--- src/rtl/rst_seq_gen_pkg.sv ---
// Shared definitions for the staggered reset sequencer: sequencer states,
// channel-count limits and the request priority helper.
package rst_seq_gen_pkg;

    localparam int MAX_CH = 8;
    localparam int IDX_W  = 3;

    typedef enum logic [1:0] {
        ST_HOLD    = 2'd0,
        ST_RELEASE = 2'd1,
        ST_RUN     = 2'd2
    } state_t;

    // Lowest set bit wins; returns 0 when nothing is set, so callers gate with |v.
    function automatic logic [IDX_W-1:0] lowest_set(input logic [MAX_CH-1:0] v);
        logic [IDX_W-1:0] k;
        k = '0;
        for (int i = MAX_CH - 1; i >= 0; i--) begin
            if (v[i]) k = IDX_W'(i);
        end
        return k;
    endfunction

endpackage

--- src/rtl/rst_sync.sv ---
// Reset-to-one synchroniser for the asynchronous external reset request, so a
// request is assumed active until the chain has flushed after reset.
module rst_sync #(
    parameter int STAGES = 2
) (
    input  logic clock,
    input  logic reset,
    input  logic async_i,
    output logic sync_o
);

    logic [STAGES-1:0] sync_ff;

    always_ff @(posedge clock) begin
        if (reset) sync_ff <= '1;
        else       sync_ff <= {sync_ff[STAGES-2:0], async_i};
    end

    assign sync_o = sync_ff[STAGES-1];

endmodule

--- src/rtl/rst_seq_gen.sv ---
// Staggered reset sequencer: holds all requested domain resets, then releases
// them in ascending order with a fixed gap; soft requests restart a suffix.
module rst_seq_gen
    import rst_seq_gen_pkg::*;
#(
    parameter int NUM_CH         = 2,
    parameter int HOLD_CYCLES    = 16,
    parameter int STAGGER_CYCLES = 4,
    parameter int SYNC_STAGES    = 2,
    parameter int CNT_W          = 16
) (
    input  logic              clock,
    input  logic              reset,
    input  logic              ext_rst_req_i,
    input  logic [NUM_CH-1:0] sw_rst_req_i,
    output logic [NUM_CH-1:0] rst_o,
    output logic              ready_o
);

    if (NUM_CH < 1 || NUM_CH > MAX_CH || HOLD_CYCLES < 1 || STAGGER_CYCLES < 1 ||
        SYNC_STAGES < 2 || CNT_W < 1 ||
        (CNT_W < 31 && (HOLD_CYCLES >= (1 << CNT_W) || STAGGER_CYCLES >= (1 << CNT_W))))
    begin : g_param_err
        $error("rst_seq_gen: parameter out of range");
    end

    localparam logic [CNT_W-1:0] HOLD_LAST = CNT_W'(HOLD_CYCLES - 1);
    localparam logic [CNT_W-1:0] STAG_LAST = CNT_W'(STAGGER_CYCLES - 1);
    localparam logic [IDX_W-1:0] LAST_CH   = IDX_W'(NUM_CH - 1);

    function automatic logic [NUM_CH-1:0] high_mask(input logic [IDX_W-1:0] k);
        logic [NUM_CH-1:0] m;
        for (int i = 0; i < NUM_CH; i++) m[i] = (i >= int'(k));
        return m;
    endfunction

    logic              req_s;
    state_t            state;
    logic [CNT_W-1:0]  cnt;
    logic [IDX_W-1:0]  idx;      // start channel in HOLD, next channel to clear in RELEASE
    logic [MAX_CH-1:0] sw_pad;
    logic [IDX_W-1:0]  sw_k;
    logic [CNT_W-1:0]  cnt_last;
    logic              restart;

    rst_sync #(.STAGES(SYNC_STAGES)) u_sync (
        .clock   (clock),
        .reset   (reset),
        .async_i (ext_rst_req_i),
        .sync_o  (req_s)
    );

    assign sw_pad   = MAX_CH'(sw_rst_req_i);
    assign sw_k     = lowest_set(sw_pad);
    assign cnt_last = (state == ST_HOLD) ? HOLD_LAST : STAG_LAST;
    // idx is the lowest still-asserted channel outside RUN, so a soft request
    // only matters if it reaches below what is already being held.
    assign restart  = (|sw_rst_req_i) && (state == ST_RUN || sw_k < idx);

    always_ff @(posedge clock) begin
        if (reset || req_s) begin
            state   <= ST_HOLD;
            rst_o   <= '1;
            cnt     <= '0;
            idx     <= '0;
            ready_o <= 1'b0;
        end else if (restart) begin
            state   <= ST_HOLD;
            rst_o   <= rst_o | high_mask(sw_k);
            cnt     <= '0;
            idx     <= sw_k;
            ready_o <= 1'b0;
        end else if (state != ST_RUN) begin
            if (cnt == cnt_last) begin
                rst_o <= rst_o & ~(NUM_CH'(1) << idx);
                cnt   <= '0;
                if (idx == LAST_CH) begin
                    state   <= ST_RUN;
                    ready_o <= 1'b1;
                end else begin
                    state <= ST_RELEASE;
                    idx   <= idx + IDX_W'(1);
                end
            end else if (cnt != '1) begin
                cnt <= cnt + CNT_W'(1);
            end
        end
    end

endmodule

--- config.mk ---
export PLATFORM = sky130hd
export DESIGN_NAME = rst_seq_gen
export DESIGN_NICKNAME = d
export VERILOG_FILES = /design/src/rtl/rst_seq_gen_pkg.sv /design/src/rtl/rst_sync.sv /design/src/rtl/rst_seq_gen.sv
export SDC_FILE = /design/constraint.sdc
export NUM_CORES = 1
export LEC_CHECK = 0
export ABC_AREA = 0
export BUFFER_PORTS_ARGS = -buffer_cell sky130_fd_sc_hd__buf_2
export CAP_MARGIN = 40
export CELL_PAD_IN_SITES_DETAIL_PLACEMENT = 1
export CELL_PAD_IN_SITES_GLOBAL_PLACEMENT = 2
export CORE_ASPECT_RATIO = 1.2
export CORE_MARGIN = 2
export CORE_UTILIZATION = 35
export DETAILED_ROUTE_END_ITERATION = 10
export GPL_TIMING_DRIVEN = 0
export PLACE_DENSITY = 0.86
export REMOVE_ABC_BUFFERS = 1
export SYNTH_ARGS = -nofsm -noshare
export SYNTH_HDL_FRONTEND = slang
export SYNTH_SLANG_ARGS = --single-unit
export TNS_END_PERCENT = 30
--- constraint.sdc ---
create_clock -name clock -period 2.2 [get_ports clock]
set_clock_uncertainty 0.1 [all_clocks]
set_input_delay 0.44 -clock clock [delete_from_list [all_inputs] [get_ports clock]]
set_output_delay 0.44 -clock clock [all_outputs]
set_load 0.05 [all_outputs]
==> results of run 1 <==
power by group:
part	switching (mW)	internal, mW	total (mW)
Combinational	0.0103	0.00738	0.0177
Clock	0.164	0.161	0.325
Sequential	0.00165	0.472	0.474
final timing paths:
kind                                        start                end  slack [ns]  cells past startpoint
worst max-delay path                       cnt[5]             idx[0]        0.13                      6
worst min-delay path                ext_rst_req_i  u_sync.sync_ff[0]        0.24                      2
worst max register to register             cnt[5]             idx[0]        0.13                      6
worst min register to register  u_sync.sync_ff[0]  u_sync.sync_ff[1]        0.34                      1
flip-flops by register name, indices dropped and copies added (netlist names):
name	count
ready_o	1
rst_o	2
u_sync.sync_ff	2
idx	3
cnt	16
state	2
layout make-up:
class / instances / area (um^2)
timing repair buffer: 11 / 65.1
inverter: 4 / 15.0
sequential: 26 / 522
tap: 52 / 65.1
clock buffer: 4 / 55.1
multi-input combinational: 126 / 781
fill: 434 / 2130
worst max-delay path, delay by kind of cell (launching register included):
family / cells / cell delay [ns]
AND/OR/NAND/NOR: 4 / 1.10
flip-flops: 1 / 0.36
AO/OA/AOI/OAI: 1 / 0.25
buffers and inverters: 1 / 0.16
cell usage in the layout, fill, tap and decap left out, drive strengths merged, types with 2 or more instances in the layout:
master  count
a211o       2
a21oi       8
a311oi      2
and3        5
and4        4
buf        11
clkbuf      4
dfxtp      26
ha          3
inv         4
nand2      10
nand2b      2
nand3       6
nand4       6
nor2       25
nor2b       2
nor3        9
nor4        2
nor4b       3
o211ai      2
o21ai       7
o31ai       2
or2         3
or3         3
or4         3
xnor2       7
per-stage QoR:
step                hold WS (ns)  setup WS [ns]  setup TNS, ns
detailed placement         0.322         -0.508          -7.09
global route               0.247         0.0129              0
global placement           0.294         -0.708          -9.74
CTS                        0.245         0.0929              0
floorplan                  0.289         -0.102         -0.995
finish                     0.240          0.130              0
routing by layer:
layer,share of wire [%],up-vias
met2,51,19
met4,1.7,0
met5,0,-
met3,2.5,5
met1,44,620
li1,-,616
logic make-up (layout without fill, tap and decap cells):
logic type | count (synthesis) | count (layout) | synth area share, %
AO/OA/AOI/OAI | 29 | 29 | 14.3
XOR/XNOR | 8 | 8 | 5.27
adder cells (fa/ha/maj) | 3 | 3 | 2.83
flip-flops | 26 | 26 | 39.2
AND/OR/NAND/NOR | 85 | 85 | 34.3
buffers and inverters | 11 | 19 | 3.39
multiplexers | 1 | 1 | 0.753
repair_timing:
action,4_1_cts,5_1_grt
hold endpoints to repair,0,0
gates resized for setup,3,2
pin swaps,1,0
buffers inserted,3,0
endpoints found under the setup margin,20,2
==> flow_metrics.tcl, run 1 <==
set metrics [dict create \
    vias 1260 \
    ys_ff_latch 26 \
    tightest_slew_ns 0.653 \
    end_kind "register" \
    use_met2_pct 30.1 \
    p_per_area_mw_per_mm2 544 \
    grt_start_max_net_pins 15 \
    start_kind "register" \
    clock_path_buffers 2 \
    setup_viol 0 \
    htreeDepth 1 \
    clk_pin_slew_ns 0.09 \
    overflow 0 \
    postRouteAntennaNets 0 \
    vdd_drop_max_uv 218 \
    post-route-period-util_pct 94.1 \
    slew_violations 0 \
    drc 0 \
    syn_avg_cell_area_um2 8.15 \
    stdcell_count 223 \
    antenna_found_initial 0 \
    port_buffers 7 \
    worstPathArrival_ns 2.15 \
    period_needed_ns 2.07 \
    ys.flop_type "dfxtp_1" \
    worstPathRequired_ns 2.28 \
    clk_latency_ns 0.28 \
    final_cell_area_mm2 0.00150 \
    gr-max-usage-layer "met2" \
    post-synth-top-count-cell "dfxtp_1" \
    ys_warn_count 0 \
    wl_per_cell_um 15.0 \
    hold_viol_final 0 \
    netlist_instances 163 \
    drive_gt1_share_pct 14.6 \
    core_mm2 0.00363 \
    maxCapViolations 0 \
    power_mw 0.817 \
    syn_area_mm2 0.00133 \
    start_util_pct 36.6 \
    synth_edf_count 0 \
    hold_buffers 0 \
    critical_path.cell_chain "or4_1 -> nor3_2 -> nand4_1 -> buf_4 -> or3_1 -> a211o_1" \
    relSlewSlack_pct 56.4 \
    critPathMaxFanout 6 \
    cpPeakStageDelay_ns 0.55 \
    first_global_vias 1250 \
    synth_area_leader_cell "dfxtp_1" \
    hpwl_mm 2.50 \
    ys_types 38 \
    dieWidth_um 60.2 \
    drtIter0Drc 40 \
    met1_usage_pct 21.1 \
    synth-async-reset-ratio_pct 0 \
    area_growth_pct 13.1 \
    die_h_um 71.5 \
    critPathKind "register to register" \
    outcome "completed" \
    cts_sinks 26 \
    firstDrtPassIters 5 \
    grt_usage_pct 17.4 \
    gp_congestion 0.810 \
    synth_seq_area_share_pct 39.2 \
    diodes 0 \
    p_leak_nw 0.519 \
    synth.top_cells.by_count "dfxtp_1, nor2_1, nand2_1" \
    die_area_mm2 0.00431 \
    hp-class "primary input to register" \
    fmax_mhz 483 \
    dp.cells 216 \
    gr-usage-met3_pct 2.17 \
    yosys.area.top_type_share_pct 39.2 \
    rsz0062_at_grt "no" \
    grt_pass1_wl_mm 5.79 \
    rows 24 \
    cts-buffers-inserted 3 \
    routed_via_density 5.65 \
    clock-root-buffer "clkbuf_8" \
    io_pins 8 \
    cts_tree "done" \
    cpMaxStageDelayCell "or4_1" \
    synth.area.top_cells "dfxtp_1, nor2_1, xnor2_1" \
    routed_wl_mm 3.34 \
    nets 180 \
    placed_area_mm2 0.00141 \
    utilization_pct 41.4 \
]
Power figures use the tool's default switching activity.
==> run 2, diff against run 1 <==
PLACE_DENSITY = not set   (was 0.86)
PLACE_DENSITY_LB_ADDON = 0.1   (was not set)
==> flow_metrics.tcl, run 2 (synthesis gave the netlist of run 1 again) <==
set metrics [dict create \
    outcome "completed" \
    drc 0 \
    drtIter0Drc 34 \
    port_buffers 7 \
    regToRegStartpoint "cnt[5]" \
    rsz0062_at_grt "no" \
    tightest_slew_ns 0.485 \
    internal-power_mw 0.641 \
    nets 181 \
    clkPwrFrac_pct 38.3 \
    clk_latency_ns 0.27 \
    grt_usage_pct 16.9 \
    drive_gt1_share_pct 15.7 \
    pwr-share-comb_pct 2.5 \
    final_cell_mix "nor2_1, dfxtp_1, nand2_1" \
    grt_start_max_net_pins 15 \
    routed_wl_mm 3.31 \
    vias 1216 \
    relSlewSlack_pct 67.5 \
    clk_pin_slew_ns 0.09 \
    worstPathArrival_ns 2.15 \
    p_per_area_mw_per_mm2 521 \
    antenna_found_initial 0 \
    hp-start "ext_rst_req_i" \
    clock_path_buffers 2 \
    start_kind "register" \
    wl_per_cell_um 14.8 \
    firstDrtPassIters 4 \
    setup_viol 0 \
    largest_reg_flops 16 \
    swShare_pct 20.0 \
    core_mm2 0.00363 \
    end_kind "register" \
    hp-class "primary input to register" \
    hold_viol_final 0 \
    overflow 0 \
    start_util_pct 36.6 \
    crit_start "cnt[5]" \
    hpwl_mm 2.45 \
    fillCellCount 457 \
    postRouteAntennaNets 0 \
    ff_latch_area_um2 522 \
    htreeDepth 1 \
    critPathKind "register to register" \
    rows 24 \
    utilization_pct 42.3 \
    cts_sinks 26 \
    dieWidth_um 60.2 \
    die_area_mm2 0.00431 \
    cts-buffers-inserted 3 \
    post-route-period-util_pct 95.0 \
    maxCapViolations 0 \
    period_needed_ns 2.09 \
    ff2ff_path_depth 6 \
    diodes 0 \
    vdd_drop_max_uv 195 \
    grt_pass1_wl_mm 5.64 \
    fmax_mhz 479 \
    io_pins 8 \
    slew_violations 0 \
    cts_tree "done" \
    routed_via_density 5.43 \
    power_mw 0.801 \
    seqPwrFrac_pct 59.2 \
    clock-root-buffer "clkbuf_8" \
    critPathMaxFanout 11 \
    worstPathRequired_ns 2.27 \
    reg_top3 "cnt (16), idx (3)" \
    switchingPower_mw 0.160 \
    first_global_vias 1268 \
    gp_congestion 0.774 \
    top_register "cnt" \
    setup_tns_ns 0 \
    area_growth_pct 15.5 \
    hold_depth 2 \
    die_h_um 71.5 \
    p_leak_nw 0.525 \
    multi_input_area_um2 802 \
]
## run 2: worst max-delay path, stage by stage, from the launching register on
cell and delay, ns:
dfxtp_2 0.36, or4_4 0.54, nor3_2 0.11, nand4_1 0.11, buf_6 0.17, or3_1 0.35, a211o_1 0.25
## run 2: path summary, 6_finish.rpt
check	endpoint	slack, ns
worst max register to register	idx[0]	0.11
worst min register to register	u_sync.sync_ff[1]	0.32
worst max-delay path	idx[0]	0.11
worst min-delay path	u_sync.sync_ff[0]	0.26
## run 2: repair_timing
item | in CTS | in global routing
setup buffers | 2 | 2
hold buffers | 0 | 0
pin swaps | 1 | 0
endpoints found under the hold margin | 0 | 0
setup endpoints to repair | 20 | 13
resized for setup | 3 | 6
## run 2: cell type report
type	instances	area share, %
tap	52	4.24
timing repair buffer	12	4.97
multi-input combinational	126	52.2
sequential	26	34.0
clock buffer	4	3.59
inverter	4	0.978
## run 2: routing by layer
metal	up-vias	part of all wire (%)	GRT usage (%)
li1	610	-	-
met1	593	44	19.9
met2	11	53	31.8
met3	2	1.9	2.35
met4	0	0.36	2.96
met5	-	0	0
## run 2: power groups by stage
| stage | logic (mW) | registers [mW] | clock network [mW] |
|---|---|---|---|
| floorplan | 0.00741 | 0.484 | 0 |
| detailed placement | 0.0171 | 0.485 | 0 |
| finish | 0.0197 | 0.474 | 0.307 |
| global placement | 0.0153 | 0.485 | 0 |
| global route | 0.0214 | 0.475 | 0.344 |
| CTS | 0.0187 | 0.474 | 0.324 |
## run 2: stage by stage
step,instances,hold WS [ns],setup slack (ns),area (um^2)
after floorplan,156,0.289,-0.102,1300
after global placement,215,0.290,-0.744,1400
after detailed placement,216,0.307,-0.597,1410
after CTS,222,0.255,0.0142,1500
after global routing,224,0.254,0.0160,1540
final,224,0.261,0.110,1540
==> run 3, diff against run 2 <==
ABC_AREA = 1   (was 0)
CORE_UTILIZATION = 33   (was 35)
==> flow_metrics.tcl, run 3 <==
set metrics [dict create \
    period_needed_ns 1.88 \
    grt_start_max_net_pins 16 \
    clock_path_buffers 2 \
    hold_buffers 0 \
    port_buffers 7 \
    clock-root-buffer "clkbuf_8" \
    worstPathArrival_ns 1.95 \
    start_kind "register" \
    utilization_pct 37.5 \
    diodes 0 \
    ys_types 30 \
    gr-max-usage-layer "met2" \
    first_global_vias 1548 \
    synth_edf_count 0 \
    post-route-period-util_pct 85.5 \
    synth_top_family_by_area "simple AND/OR/NAND/NOR gates" \
    vias 1480 \
    nets 263 \
    power_mw 0.762 \
    clk_pin_slew_ns 0.09 \
    met1_usage_pct 21.2 \
    rsz0062_at_grt "no" \
    clk_latency_ns 0.27 \
    start_util_pct 34.7 \
    cpPeakStageDelay_ns 0.39 \
    drive_gt1_share_pct 15.8 \
    drc 0 \
    top_register "cnt" \
    vdd_drop_max_uv 159 \
    ys.flop_type "dfxtp_1" \
    cts_tree "done" \
    synthAdderAreaFrac_pct 2.32 \
    p_leak_nw 0.657 \
    end_kind "register" \
    ys_ff_latch 26 \
    worstPathRequired_ns 2.27 \
    syn_area_mm2 0.00162 \
    relSlewSlack_pct 65.6 \
    setup_tns_ns 0 \
    crit_buf_inv 2 \
    grt_pass1_wl_mm 7.36 \
    drtIter0Drc 62 \
    stdcell_count 311 \
    final_cell_mix "nand2_1, nor2_1, dfxtp_1" \
    cpMaxStageDelayCell "dfxtp_1" \
    overflow 0 \
    hpwl_mm 3.32 \
    postRouteAntennaNets 0 \
    gp_congestion 0.890 \
    synthSimpleGateAreaFrac_pct 45.6 \
    syn_avg_cell_area_um2 6.60 \
    post-synth-top-count-cell "nand2_1" \
    largest_reg_flops 16 \
    grt_usage_pct 17.9 \
    io_pins 8 \
    swShare_pct 21.1 \
    seqPwrFrac_pct 62.2 \
    core_mm2 0.00466 \
    final_cell_area_mm2 0.00175 \
    critPathKind "register to register" \
    crit_family "simple AND/OR/NAND/NOR gates" \
    clkPwrFrac_pct 35.8 \
    area_growth_pct 8.12 \
    antenna_found_initial 0 \
    synth.top_cells.by_count "nand2_1, nor2_1, dfxtp_1" \
    firstDrtPassIters 4 \
    synth_seq_area_share_pct 32.2 \
    routed_via_density 4.76 \
    netlist_instances 245 \
    synth_area_leader_cell "dfxtp_1" \
    tightest_slew_ns 0.512 \
    p_per_area_mw_per_mm2 435 \
    hp-class "primary input to register" \
    yosys.area.top_type_share_pct 32.2 \
    switchingPower_mw 0.161 \
    cts-buffers-inserted 3 \
    placed_area_mm2 0.00171 \
    synth.area.top_cells "dfxtp_1, nand2_1, nor2_1" \
    synth-async-reset-ratio_pct 0 \
    rows 27 \
    critPathMaxFanout 6 \
    gr-usage-met3_pct 2.10 \
    die_area_mm2 0.00548 \
    critical_path.cell_chain "ha_1 -> inv_2 -> nor2_4 -> nand2_1 -> nor2_1 -> nor2_2 -> buf_4 -> nand2_1 -> nand2_1 -> nand2_1 -> nor2_1" \
    ys_warn_count 0 \
    fillCellCount 636 \
    internal-power_mw 0.601 \
    maxCapViolations 0 \
    reg_top3 "cnt (16), idx (3)" \
    layout_commonest_cell "nand2_1" \
    wl_per_cell_um 13.5 \
    synth_xor_xnor_area_share_pct 2.17 \
    routed_wl_mm 4.20 \
    die_h_um 80.7 \
    use_met2_pct 33.4 \
    slew_violations 0 \
    cts_sinks 26 \
    hold_viol_final 0 \
    pwr-share-comb_pct 2.1 \
    synth_compound_area_share_pct 9.51 \
    cpMostUsedCell "nand2_1" \
    dieWidth_um 67.9 \
    dp.cells 308 \
    fmax_mhz 532 \
    htreeDepth 1 \
    outcome "completed" \
    setup_viol 0 \
    synthMuxAreaShare_pct 0 \
]
==> run 3: cell types whose count changed after synthesis, sizes merged, moves of 3 or more <==
| cell | previous run | this run |
|---|---|---|
| xnor2 | 7 | 0 |
| nand3 | 6 | 18 |
| xor2 | 1 | 4 |
| nand2 | 10 | 72 |
| nor2 | 25 | 50 |
| inv | 4 | 27 |
| or3 | 3 | 0 |
| a21oi | 8 | 11 |
| or4 | 3 | 0 |
| nor4b | 3 | 0 |
| and3 | 5 | 0 |
| clkbuf | 4 | 0 |
| nor3 | 9 | 6 |
| and4 | 4 | 0 |
==> run 3: worst paths after layout <==
path                                          end  slack, ns         startpoint  cells past startpoint
worst min register to register  u_sync.sync_ff[1]       0.33  u_sync.sync_ff[0]                      1
worst min-delay path            u_sync.sync_ff[0]       0.25      ext_rst_req_i                      2
worst max register to register             cnt[2]       0.32             cnt[0]                     11
worst max-delay path                       cnt[2]       0.32             cnt[0]                     11
==> run 3: timing repair <==
action	in CTS	in global routing
setup buffers	0	0
resized for setup	0	1
setup endpoints to repair	0	2
==> run 3: logic make-up (layout without fill, tap and decap cells) <==
| logic type | after synthesis | after routing |
|---|---|---|
| buffers and inverters | 31 | 39 |
| adders and majority gates | 3 | 3 |
| DFF | 26 | 26 |
| and+or+nand+nor | 158 | 158 |
| AOI/OAI and AO/OA | 23 | 23 |
| xor gates and xnor gates | 4 | 4 |
==> run 3: power by group through the flow <==
stage | clock [mW] | combinational, mW | sequential [mW]
after CTS | 0.291 | 0.0163 | 0.474
after global placement | 0 | 0.0161 | 0.484
after floorplan | 0 | 0.00879 | 0.484
final | 0.272 | 0.0159 | 0.473
after global routing | 0.303 | 0.0189 | 0.474
after detailed placement | 0 | 0.0162 | 0.484
==> run 3: layout make-up <==
type / instances / area (um^2) / area share (%)
tap: 58 / 72.6 / 4.15
sequential: 26 / 520 / 29.8
multi-input combinational: 188 / 967 / 55.3
clock buffer: 3 / 41.3 / 2.36
timing repair buffer: 8 / 42.5 / 2.43
inverter: 28 / 105 / 6.01
==> run 3: worst reg2reg max path, cell delays in order (launching register included) <==
cell	delay, ns
dfxtp_1	0.39
ha_1	0.32
inv_2	0.11
nor2_4	0.17
nand2_1	0.07
nor2_1	0.13
nor2_2	0.10
buf_4	0.18
nand2_1	0.08
nand2_1	0.06
nand2_1	0.05
nor2_1	0.03
==> run 3: through the flow <==
step                      hold slack (ns)  setup WS [ns]
after detailed placement            0.308          0.146
after CTS                           0.240          0.134
final                               0.251          0.319
after floorplan                     0.289          0.508
after global routing                0.254         0.0956
after global placement              0.292        -0.0737
==> run 3: metal layers <==
metal,vias to the layer above,wire [um]
li1,790,-
met1,683,1930
met4,0,35
met3,2,44
met5,-,0
met2,5,2190
